`config.mk`:
```
export PLATFORM = sky130hd
export DESIGN_NAME = mem_bus_arbiter
export DESIGN_NICKNAME = d
export VERILOG_FILES = /design/src/rtl/mem_bus_arbiter.sv
export SDC_FILE = /design/constraint.sdc
export NUM_CORES = 1
export LEC_CHECK = 0
export CAP_MARGIN = 40
export CORE_MARGIN = 2
export CORE_UTILIZATION = 35
export DETAILED_ROUTE_END_ITERATION = 7
export GPL_TIMING_DRIVEN = 1
export PLACE_DENSITY = 0.62
export SKIP_LAST_GASP = 1
export SYNTH_ARGS = -nofsm -noshare
export SYNTH_HDL_FRONTEND = slang
export SYNTH_SLANG_ARGS = --single-unit
```
`constraint.sdc`:
```
create_clock -name MAINCLK -period 8.1 [get_ports MAINCLK]
set_input_delay 2.43 -clock MAINCLK [delete_from_list [all_inputs] [get_ports MAINCLK]]
set_output_delay 2.43 -clock MAINCLK [all_outputs]
set_load 0.02 [all_outputs]
```
`src/rtl/mem_bus_arbiter.sv`:
```
// mem_bus_arbiter
//   Hands the address bus and MEMDATA to an external master (debug loader /
//   UART DMA). On request it suppresses instruction fetch, waits for the
//   pipeline to drain, grants the bus, then runs single-byte memory reads and
//   writes over the load/dir/ack handshake. An access that sees no ack within
//   ACK_TIMEOUT cycles is aborted with an error pulse.
// Ports
//   MAINCLK, MAINRST          clock (rising edge), async active-low reset
//   ext_req/ext_grant         bus ownership request / grant
//   ext_valid/ext_ready       transaction handshake (write, addr, wdata)
//   ext_rdata/ext_done/err    completion: read data (held), done and error pulses
//   fetch_suppress            to pipeline: stop fetching
//   addr_oe/addr_out          ADDRBUS drive
//   mem_data_oe/mem_wdata     MEMDATA drive (writes)
//   mem_rdata                 MEMDATA sample (reads)
//   mem_load/mem_dir/mem_ack  memory strobe, direction (1 = memory drives), ack
module mem_bus_arbiter #(
  parameter int DRAIN_CYCLES = 3,   // 1..15
  parameter int ACK_TIMEOUT  = 15   // 1..255
) (
  input  logic        MAINCLK,
  input  logic        MAINRST,
  input  logic        ext_req,
  output logic        ext_grant,
  output logic        ext_ready,
  input  logic        ext_valid,
  input  logic        ext_write,
  input  logic [15:0] ext_addr,
  input  logic [7:0]  ext_wdata,
  output logic [7:0]  ext_rdata,
  output logic        ext_done,
  output logic        ext_err,
  output logic        fetch_suppress,
  output logic        addr_oe,
  output logic [15:0] addr_out,
  output logic        mem_data_oe,
  output logic [7:0]  mem_wdata,
  input  logic [7:0]  mem_rdata,
  output logic        mem_load,
  output logic        mem_dir,
  input  logic        mem_ack
);

  typedef enum logic [2:0] {
    S_CPU, S_DRAIN, S_GRANT, S_ACCESS, S_RELEASE
  } state_e;

  typedef struct packed {
    logic        write;
    logic [15:0] addr;
    logic [7:0]  wdata;
  } req_t;

  state_e     state_q, state_d;
  logic [7:0] cnt_q, cnt_d;      // drain countdown, then ack-wait count-up
  req_t       req_q, req_d;
  logic [7:0] rdata_q, rdata_d;
  logic       done_q, done_d;
  logic       err_q, err_d;

  // state register
  always_ff @(posedge MAINCLK or negedge MAINRST) begin
    if (!MAINRST) begin
      state_q <= S_CPU;
      cnt_q   <= '0;
      req_q   <= '0;
      rdata_q <= '0;
      done_q  <= 1'b0;
      err_q   <= 1'b0;
    end else begin
      state_q <= state_d;
      cnt_q   <= cnt_d;
      req_q   <= req_d;
      rdata_q <= rdata_d;
      done_q  <= done_d;
      err_q   <= err_d;
    end
  end

  // next state
  always_comb begin
    state_d = state_q;
    cnt_d   = cnt_q;
    req_d   = req_q;
    rdata_d = rdata_q;
    done_d  = 1'b0;
    err_d   = 1'b0;
    case (state_q)
      S_CPU: begin
        if (ext_req) begin
          state_d = S_DRAIN;
          cnt_d   = 8'(DRAIN_CYCLES - 1);
        end
      end
      S_DRAIN: begin
        // a dropped request wins over an expiring drain count
        if (!ext_req)          state_d = S_RELEASE;
        else if (cnt_q == '0)  state_d = S_GRANT;
        else                   cnt_d   = cnt_q - 8'd1;
      end
      S_GRANT: begin
        if (ext_req && ext_valid) begin
          req_d   = '{write: ext_write, addr: ext_addr, wdata: ext_wdata};
          cnt_d   = '0;
          state_d = S_ACCESS;
        end else if (!ext_req) begin
          state_d = S_RELEASE;
        end
      end
      S_ACCESS: begin
        // ack on the final allowed edge still counts as success
        if (mem_ack) begin
          if (!req_q.write) rdata_d = mem_rdata;
          done_d  = 1'b1;
          state_d = S_GRANT;
        end else if (cnt_q == 8'(ACK_TIMEOUT - 1)) begin
          if (!req_q.write) rdata_d = 8'hFF;
          done_d  = 1'b1;
          err_d   = 1'b1;
          state_d = S_GRANT;
        end else begin
          cnt_d = cnt_q + 8'd1;
        end
      end
      S_RELEASE: state_d = S_CPU;
      default:   state_d = S_CPU;
    endcase
  end

  // outputs: decoded from state and latched request only, so no ext_* input
  // reaches the memory-side pins combinationally
  always_comb begin
    fetch_suppress = 1'b0;
    ext_grant      = 1'b0;
    ext_ready      = 1'b0;
    addr_oe        = 1'b0;
    addr_out       = '0;
    mem_load       = 1'b0;
    mem_dir        = 1'b0;
    mem_data_oe    = 1'b0;
    mem_wdata      = '0;
    case (state_q)
      S_DRAIN, S_RELEASE: fetch_suppress = 1'b1;
      S_GRANT: begin
        fetch_suppress = 1'b1;
        ext_grant      = 1'b1;
        ext_ready      = ext_req;
        addr_oe        = 1'b1;
        addr_out       = req_q.addr;
      end
      S_ACCESS: begin
        fetch_suppress = 1'b1;
        ext_grant      = 1'b1;
        addr_oe        = 1'b1;
        addr_out       = req_q.addr;
        mem_load       = 1'b1;
        mem_dir        = ~req_q.write;
        mem_data_oe    = req_q.write;
        mem_wdata      = req_q.wdata;
      end
      default: ;
    endcase
  end

  assign ext_rdata = rdata_q;
  assign ext_done  = done_q;
  assign ext_err   = err_q;

endmodule

```
# Word level (Yosys, flattened, before mapping)

Cells that the tools add are included.

Bits in latches: 0
Memory bits (read-only): 0
Memories kept: 0
Output and inout port bits: 41
Logic and storage cells: 68
Register bits: 46
Memory bits (writable): 0

Magnitude comparators: 0
Divide/modulo/power cells: 0
$mul: 0
Add/sub/neg operators: 2
Bitwise logic cells: 1
Reductions and logical operators: 11
Equal/unequal tests: 14
Multiplexer cells: 32
Shift operators: 0

Operators with widths:

| kind                                                               | count |
|---|---|
| 8-bit 2-to-1 mux                                                   | 11 |
| 8-bit case mux with 4 select lines                                 | 1 |
| 3-bit 2-to-1 mux                                                   | 7 |
| 16-bit 2-to-1 mux                                                  | 1 |
| 2-bit != test, second input constant                               | 6 |
| 3-bit case mux with 4 select lines                                 | 1 |
| 1-bit 2-to-1 mux                                                   | 11 |
| 3-bit != test, second input constant                               | 3 |
| 8-bit by 1-bit adder with 8-bit output, second input constant      | 1 |
| 8-bit by 4-bit == test with 1-bit output, second input constant    | 1 |
| 8-bit zero test                                                    | 1 |
| 8-bit by 1-bit subtractor with 8-bit output, second input constant | 1 |
| 7-bit AND reduction                                                | 1 |
| 3-bit by 2-bit == test with 1-bit output, second input constant    | 2 |
| 4-bit AND reduction                                                | 1 |
| 4-bit nonzero test                                                 | 1 |
| 4-bit OR reduction                                                 | 1 |
| 3-bit by 1-bit == test with 1-bit output, second input constant    | 1 |
| 3-bit == test, second input constant                               | 1 |
| 3-bit zero test                                                    | 1 |
| 3-bit AND reduction                                                | 1 |
| 2-bit AND reduction                                                | 1 |
| 2-bit nonzero test                                                 | 1 |
| 2-bit OR reduction                                                 | 1 |
| 2 further kinds                                                    | 2 |

# Longest topological paths before layout

Gate-level depths: netlist of the first run.

Depth after elaboration: 4
Gate-level depth with buffers: 10
Depth with buffers taken out: 9

# Worst setup path after synthesis of the first run

Ideal clock, no wire load.

Path kind: input port to output port
Start: input port ext_req
End: output port ext_ready
Buffers on the path: 0
Stages: 1
Arrival: 2.703 ns
Setup slack: 2.967 ns
Path through: and3_1

Cells in the longest elaborated chain, start to end: 1

Ends and longest elaborated chain:

| element          | RTL line | source |
|---|---|---|
| from (decl)      | 23       | `input logic ext_req,` |
| 1-bit 2-to-1 mux | 142      | `case (state_q)` |
| to (decl)        | 25       | `output logic ext_ready,` |

No other way between the ends.

# Worst setup path after layout of the first run

Same ends and word-level chain as after synthesis.

==> flow_summary.ini, run 1 <==
[timing]
tightest_slew_ns = 0.564
skew_ns = 0.00547
hold_viol = 0
setup_tns_ns = 0
finalSetupViolCount = 0
period_minus_slack_ns = 6.26
timing.fmax_ghz = 0.160
min_period_over_period_pct = 77.3
rsz0062_at_grt = false
slew_violations = 0
max-slew-margin-rel_pct = 62.3

[cells_and_area]
antennaDiodeCount = 0
fin_cells = 377
drive_gt1_share_pct = 15.5
area.growth.synth_to_final_pct = 38.7
final_util_pct = 49.5
fin_nets = 343

[power_and_ir_drop]
vdd_drop_max_uv = 120
p_per_area_mw_per_mm2 = 362
leakage_uw = 0.00146
p_total_uw = 1200

[cts]
post_cts_resized = 0
cts_setup_buffers = 0
cts_tree = yes
cts.sink_count = 46
cts_buffers = 5
cts_hold_buf = 0
clk_pin_slew_worst_paths_ns = 0.08
htreeDepth = 2
clk_latency_ns = 0.29
clockRootBuffer = clkbuf_8
cts_buffer_depth = 2

[synthesis]
yosysTopAreaCell = dfrtp_1
syn-num-nets = 266
yosysMostFrequentCell = dfrtp_1
syn_avg_cell_area_sq_um = 10.9
synth_area_leaders = dfrtp_1, mux2_2, and2_1
synth_area_sq_mm = 0.00240
synth-seq-area-share_pct = 48.0
ys_warn_count = 0
ys_ff_latch = 46
synth_commonest_cells = dfrtp_1, mux2_2, inv_1, and2_1
ys_async_sr_fraction_pct = 100
synthesis.instances = 220
synthFlopType = dfrtp_1
synth_edf_count = 0
synth.distinct_cells = 43
synth_top_area_share_pct = 48.0

[hold_path]
min_to = req_q[9]
holdCritPathClass = reg2reg
hold_start = req_q[9]
holdPathStages = 1

[grt]
grt_pass1_vias = 1679
grt_overflow = 0
antenna_found_initial = 0
grt_max_degree = 29
grt_use_total_pct = 14.2
grt_pass1_wl_mm = 8.40

[placement]
dp_cells = 370
port_buffers = 78
dpl.hpwl_mm = 3.95
place_congestion = 0.702

[setup_path]
rrSetupSlack_ns = 5.23
cp.arrival_ns = 3.83
cp-start-kind = input port
crit_buf_inv = 2
worst_ep_required_time_ns = 5.67
path_class = in2out
reg2reg_to = cnt_q[7]
crit_path_frequent_cell = clkdlybuf4s50_1
max_stage_delay_ns = 0.64
crit-reg2reg-launch = state_q[1]
crit_chain = clkdlybuf4s50_1, and3_1, clkdlybuf4s50_1
cp_top_family = buffers and inverters
cp_slowest_cell = clkdlybuf4s50_1
cp_max_fo = 5
end_kind = output port
reg2reg_depth = 9

[floorplanning]
die_y_microns = 86.8
die-area_sq_mm = 0.00754
start_util_pct = 35.7
die_w_microns = 86.8
pin_count = 79
coreArea_sq_mm = 0.00672
rows = 30

[routing]
wl_met1_mm = 2.44
wl_met2_mm = 2.56
route.met3.wl_microns = 248
drt_iter0_markers = 53
remaining_drc_errors = 0
final_antenna_net_count = 0
vias = 1822
wl_per_cell_microns = 14.1
drt_wl_total_mm = 5.30
dr.pass1.iters = 4
highest_layer = met4
vias_per_cell = 4.83

[status]
outcome = complete, no violations

[run]
maxCapViolations = 0
==> report_power, final <==
| part | switching (uW) | internal [uW] |
|---|---|---|
| Clock | 75.7 | 59.3 |
| Combinational | 333 | 338 |
| Sequential | 67.6 | 331 |
| Total | 477 | 728 |
==> cell type report <==
cell class,instances,area [sq um]
fill,619,3390
sequential,46,1150
multi-input combinational,146,1100
timing repair buffer,81,831
tap,80,100
clock buffer,6,72.6
inverter,17,63.8
clock inverter,1,7.51
==> stage by stage <==
| stage | hold WS [ns] | area [sq um] | setup WS [ns] |
|---|---|---|---|
| 2_1_floorplan | 0.471 | 2400 | 2.97 |
| 3_3_place_gp | 0.478 | 3200 | 1.86 |
| 3_5_place_dp | 0.485 | 3250 | 1.83 |
| 4_1_cts | 0.505 | 3330 | 1.83 |
| 5_1_grt | 0.519 | 3330 | 1.78 |
| 6_report | 0.500 | 3330 | 1.84 |
==> worst max path at each step <==
stage	from	end	cells past startpoint
finish	ext_req	ext_ready	3
global route	ext_req	ext_ready	3
CTS	ext_req	ext_ready	3
detailed placement	ext_req	ext_ready	3
global placement	ext_req	ext_ready	3
floorplan	ext_req	ext_ready	1
==> sequential cells by signal (all words and copies together) (netlist names) <==
signal and cells:
ext_rdata 8, state_q 3, req_q 25, ext_err 1, ext_done 1, cnt_q 8
==> metal layers <==
layer / track usage, % / up-vias
met5: 0 / -
met4: 3.41 / 0
met3: 2.95 / 4
met2: 23.7 / 41
met1: 18.7 / 858
li1: - / 919
==> layout by cell type (no fill, tap or decap), drive strengths merged <==
| cell type | n |
|---|---|
| a211oi | 1 |
| a21o | 1 |
| a21oi | 7 |
| a22o | 2 |
| a22oi | 1 |
| a31oi | 9 |
| a32o | 1 |
| a32oi | 1 |
| a41o | 1 |
| and2 | 16 |
| and2b | 1 |
| and3 | 10 |
| buf | 4 |
| clkbuf | 6 |
| clkdlybuf4s50 | 77 |
| clkinvlp | 1 |
| dfrtp | 46 |
| fa | 1 |
| ha | 7 |
| inv | 17 |
| mux2 | 26 |
| nand2 | 13 |
| nand3 | 3 |
| nand4b | 1 |
| nor2 | 13 |
| nor2b | 4 |
| nor3 | 6 |
| o2111ai | 1 |
| o21ai | 4 |
| o21bai | 1 |
| o31a | 1 |
| o31ai | 5 |
| or2b | 1 |
| or3 | 3 |
| or4 | 1 |
| xnor2 | 3 |
| xor2 | 1 |
==> cells by family after synthesis <==
group                      synth area share [%]
xor gates and xnor gates                   1.46
adders and majority gates                  4.48
buffers and inverters                      6.10
muxes                                      12.2
and+or+nand+nor                            16.8
AOI/OAI and AO/OA                          10.9
DFF                                        48.0
Note: power is estimated with default switching activity, not from simulation.
==> inputs of run 2 (changes only) <==
--- a/config.mk
+++ b/config.mk
@@ -10,7 +10,7 @@
 export CORE_UTILIZATION = 35
 export DETAILED_ROUTE_END_ITERATION = 7
 export GPL_TIMING_DRIVEN = 1
-export PLACE_DENSITY = 0.62
+export PLACE_DENSITY = 0.64
 export SKIP_LAST_GASP = 1
 export SYNTH_ARGS = -nofsm -noshare
 export SYNTH_HDL_FRONTEND = slang
==> constraint.sdc (replaced) <==
create_clock -name MAINCLK -period 5.1 [get_ports MAINCLK]
set_input_delay 1.53 -clock MAINCLK [delete_from_list [all_inputs] [get_ports MAINCLK]]
set_output_delay 1.53 -clock MAINCLK [all_outputs]
set_load 0.02 [all_outputs]
==> run 2 against run 1 <==
Power rose by 64%. Global-route usage grew 0.12 points. Design area grew 0.41%. Register-to-register slack worse by 2.9 ns. Sequential share of layout area is 0.14 points lower. Hold slack gained 0.0022 ns. Utilization increased by 0.20 points. Critical path depth unchanged. Final cell count increased by 0.27%. Setup slack worse by 1.2 ns. Combinational power is 59% higher.
==> flow_summary.ini, run 2 (synthesized netlist as in run 1, its figures left out) <==
[routing]
wl_per_cell_microns = 14.2
vias = 1851
drt_wl_total_mm = 5.37
final_antenna_net_count = 0
remaining_drc_errors = 0
dr.pass1.iters = 4
vias_per_cell = 4.90
drt_iter0_markers = 64

[cells_and_area]
layout_commonest_cell = clkdlybuf4s50_1
area.growth.synth_to_final_pct = 39.3
fillerInstances = 620
fin_area_sq_mm = 0.00334
largest_reg_flops = 25
drive_gt1_share_pct = 15.4
regArea_sq_mm = 0.00115
top_register = req_q
final_cell_mix = clkdlybuf4s50_1, dfrtp_1, mux2_2, inv_1, and2_1
antennaDiodeCount = 0
fin_nets = 343
multi_input_area_sq_mm = 0.00110

[placement]
dpl.hpwl_mm = 3.82
dpl_cell_area_sq_mm = 0.00324
place_congestion = 0.776
port_buffers = 78

[cts]
post_cts_resized = 0
clk_latency_ns = 0.30
clk_pin_slew_worst_paths_ns = 0.09
cts_hold_buf = 0
cts_buffers = 5
htreeDepth = 2
cts.sink_count = 46
cts_tree = yes
cts_setup_buffers = 0
clockRootBuffer = clkbuf_8
cts_buffer_depth = 2

[power_and_ir_drop]
pwr-share-comb_pct = 54.1
p_per_area_mw_per_mm2 = 590
netSwitchingPower_uw = 766
leakage_uw = 0.00147
switching_share_pct = 38.8
p_clk_share_pct = 13.7
power_frac_seq_pct = 32.3
p_int_uw = 1210
vdd_drop_max_uv = 156

[floorplanning]
coreArea_sq_mm = 0.00672
die_y_microns = 86.8
die_w_microns = 86.8
die-area_sq_mm = 0.00754
rows = 30
start_util_pct = 35.7
pin_count = 79

[grt]
grt_overflow = 0
antenna_found_initial = 0
grt_pass1_wl_mm = 8.48
grt_pass1_vias = 1717
grt_use_total_pct = 14.3
grt_max_degree = 35

[setup_path]
cp_max_fo = 5
crit_path_frequent_cell = clkdlybuf4s50_1
rrSetupSlack_ns = 2.29
cp_top_family = buffers and inverters
max_stage_delay_ns = 0.64
crit_chain = clkdlybuf4s50_1, and3_1, clkdlybuf4s50_1
cp.arrival_ns = 2.94
crit_buf_inv = 2
cp_slowest_cell = clkdlybuf4s50_1
path_class = in2out
worst_ep_required_time_ns = 3.57
end_kind = output port
cp-start-kind = input port

[timing]
rsz0062_at_grt = false
min_period_over_period_pct = 87.7
setup_tns_ns = 0
slew_violations = 0
tightest_slew_ns = 0.574
max-slew-margin-rel_pct = 61.6
period_minus_slack_ns = 4.47
finalSetupViolCount = 0
timing.fmax_ghz = 0.224
hold_viol = 0
skew_ns = 0.00613

[run]
maxCapViolations = 0

[status]
outcome = complete, no violations

[hold_path]
holdCritPathClass = reg2reg
run 2: cell count changes in the layout (fill, tap and decap cells not counted):
cell / before / now
clkbuf_1: 1 / 2
clkinvlp_4: 1 / 0
buf_8: 0 / 1
buf_16: 1 / 0
bufinv_16: 0 / 1
run 2: power by group through the flow:
stage / combinational [uW] / clock [uW] / sequential (uW)
after CTS: 1080 / 280 / 636
after detailed placement: 1070 / 0 / 644
after global placement: 1060 / 0 / 637
after global routing: 1170 / 299 / 660
after floorplan: 709 / 0 / 641
final: 1070 / 269 / 636
run 2: final timing paths:
check | startpoint | to | cells after the start
max | ext_req | ext_ready | 3
min | req_q[10] | req_q[10] | 1
max reg2reg | state_q[0] | cnt_q[7] | 7
min reg2reg | req_q[10] | req_q[10] | 1
max in group asynchronous | MAINRST | cnt_q[3] | 2
min in group asynchronous | MAINRST | req_q[18] | 1
run 2: layout make-up:
class / instances / area share [%]
clock inverters: 1 / 0.899
multi-input cells: 146 / 33.0
inverters: 17 / 1.91
well taps: 80 / 3.00
flip-flops and latches: 46 / 34.4
clock buffers: 7 / 2.28
repair buffers: 81 / 24.5
run 2: metrics by stage:
step                      setup slack, ns  instances  total power [uW]  hold slack, ns  util, %
after global placement              0.655        368              1690           0.479     47.6
after global routing                0.538        378              2130           0.516     49.7
after CTS                           0.621        378              1990           0.504     49.7
final                               0.628        378              1970           0.503     49.7
after floorplan                      1.77        220              1350           0.471        -
after detailed placement            0.617        370              1720           0.484     48.2
run 2: layer usage:
layer	vias to the layer above	routed length, microns	track usage, %
met5	-	0	0
met4	0	58	3.98
met3	5	194	3.52
met2	41	2660	23.8
met1	891	2460	18.4
li1	914	-	-
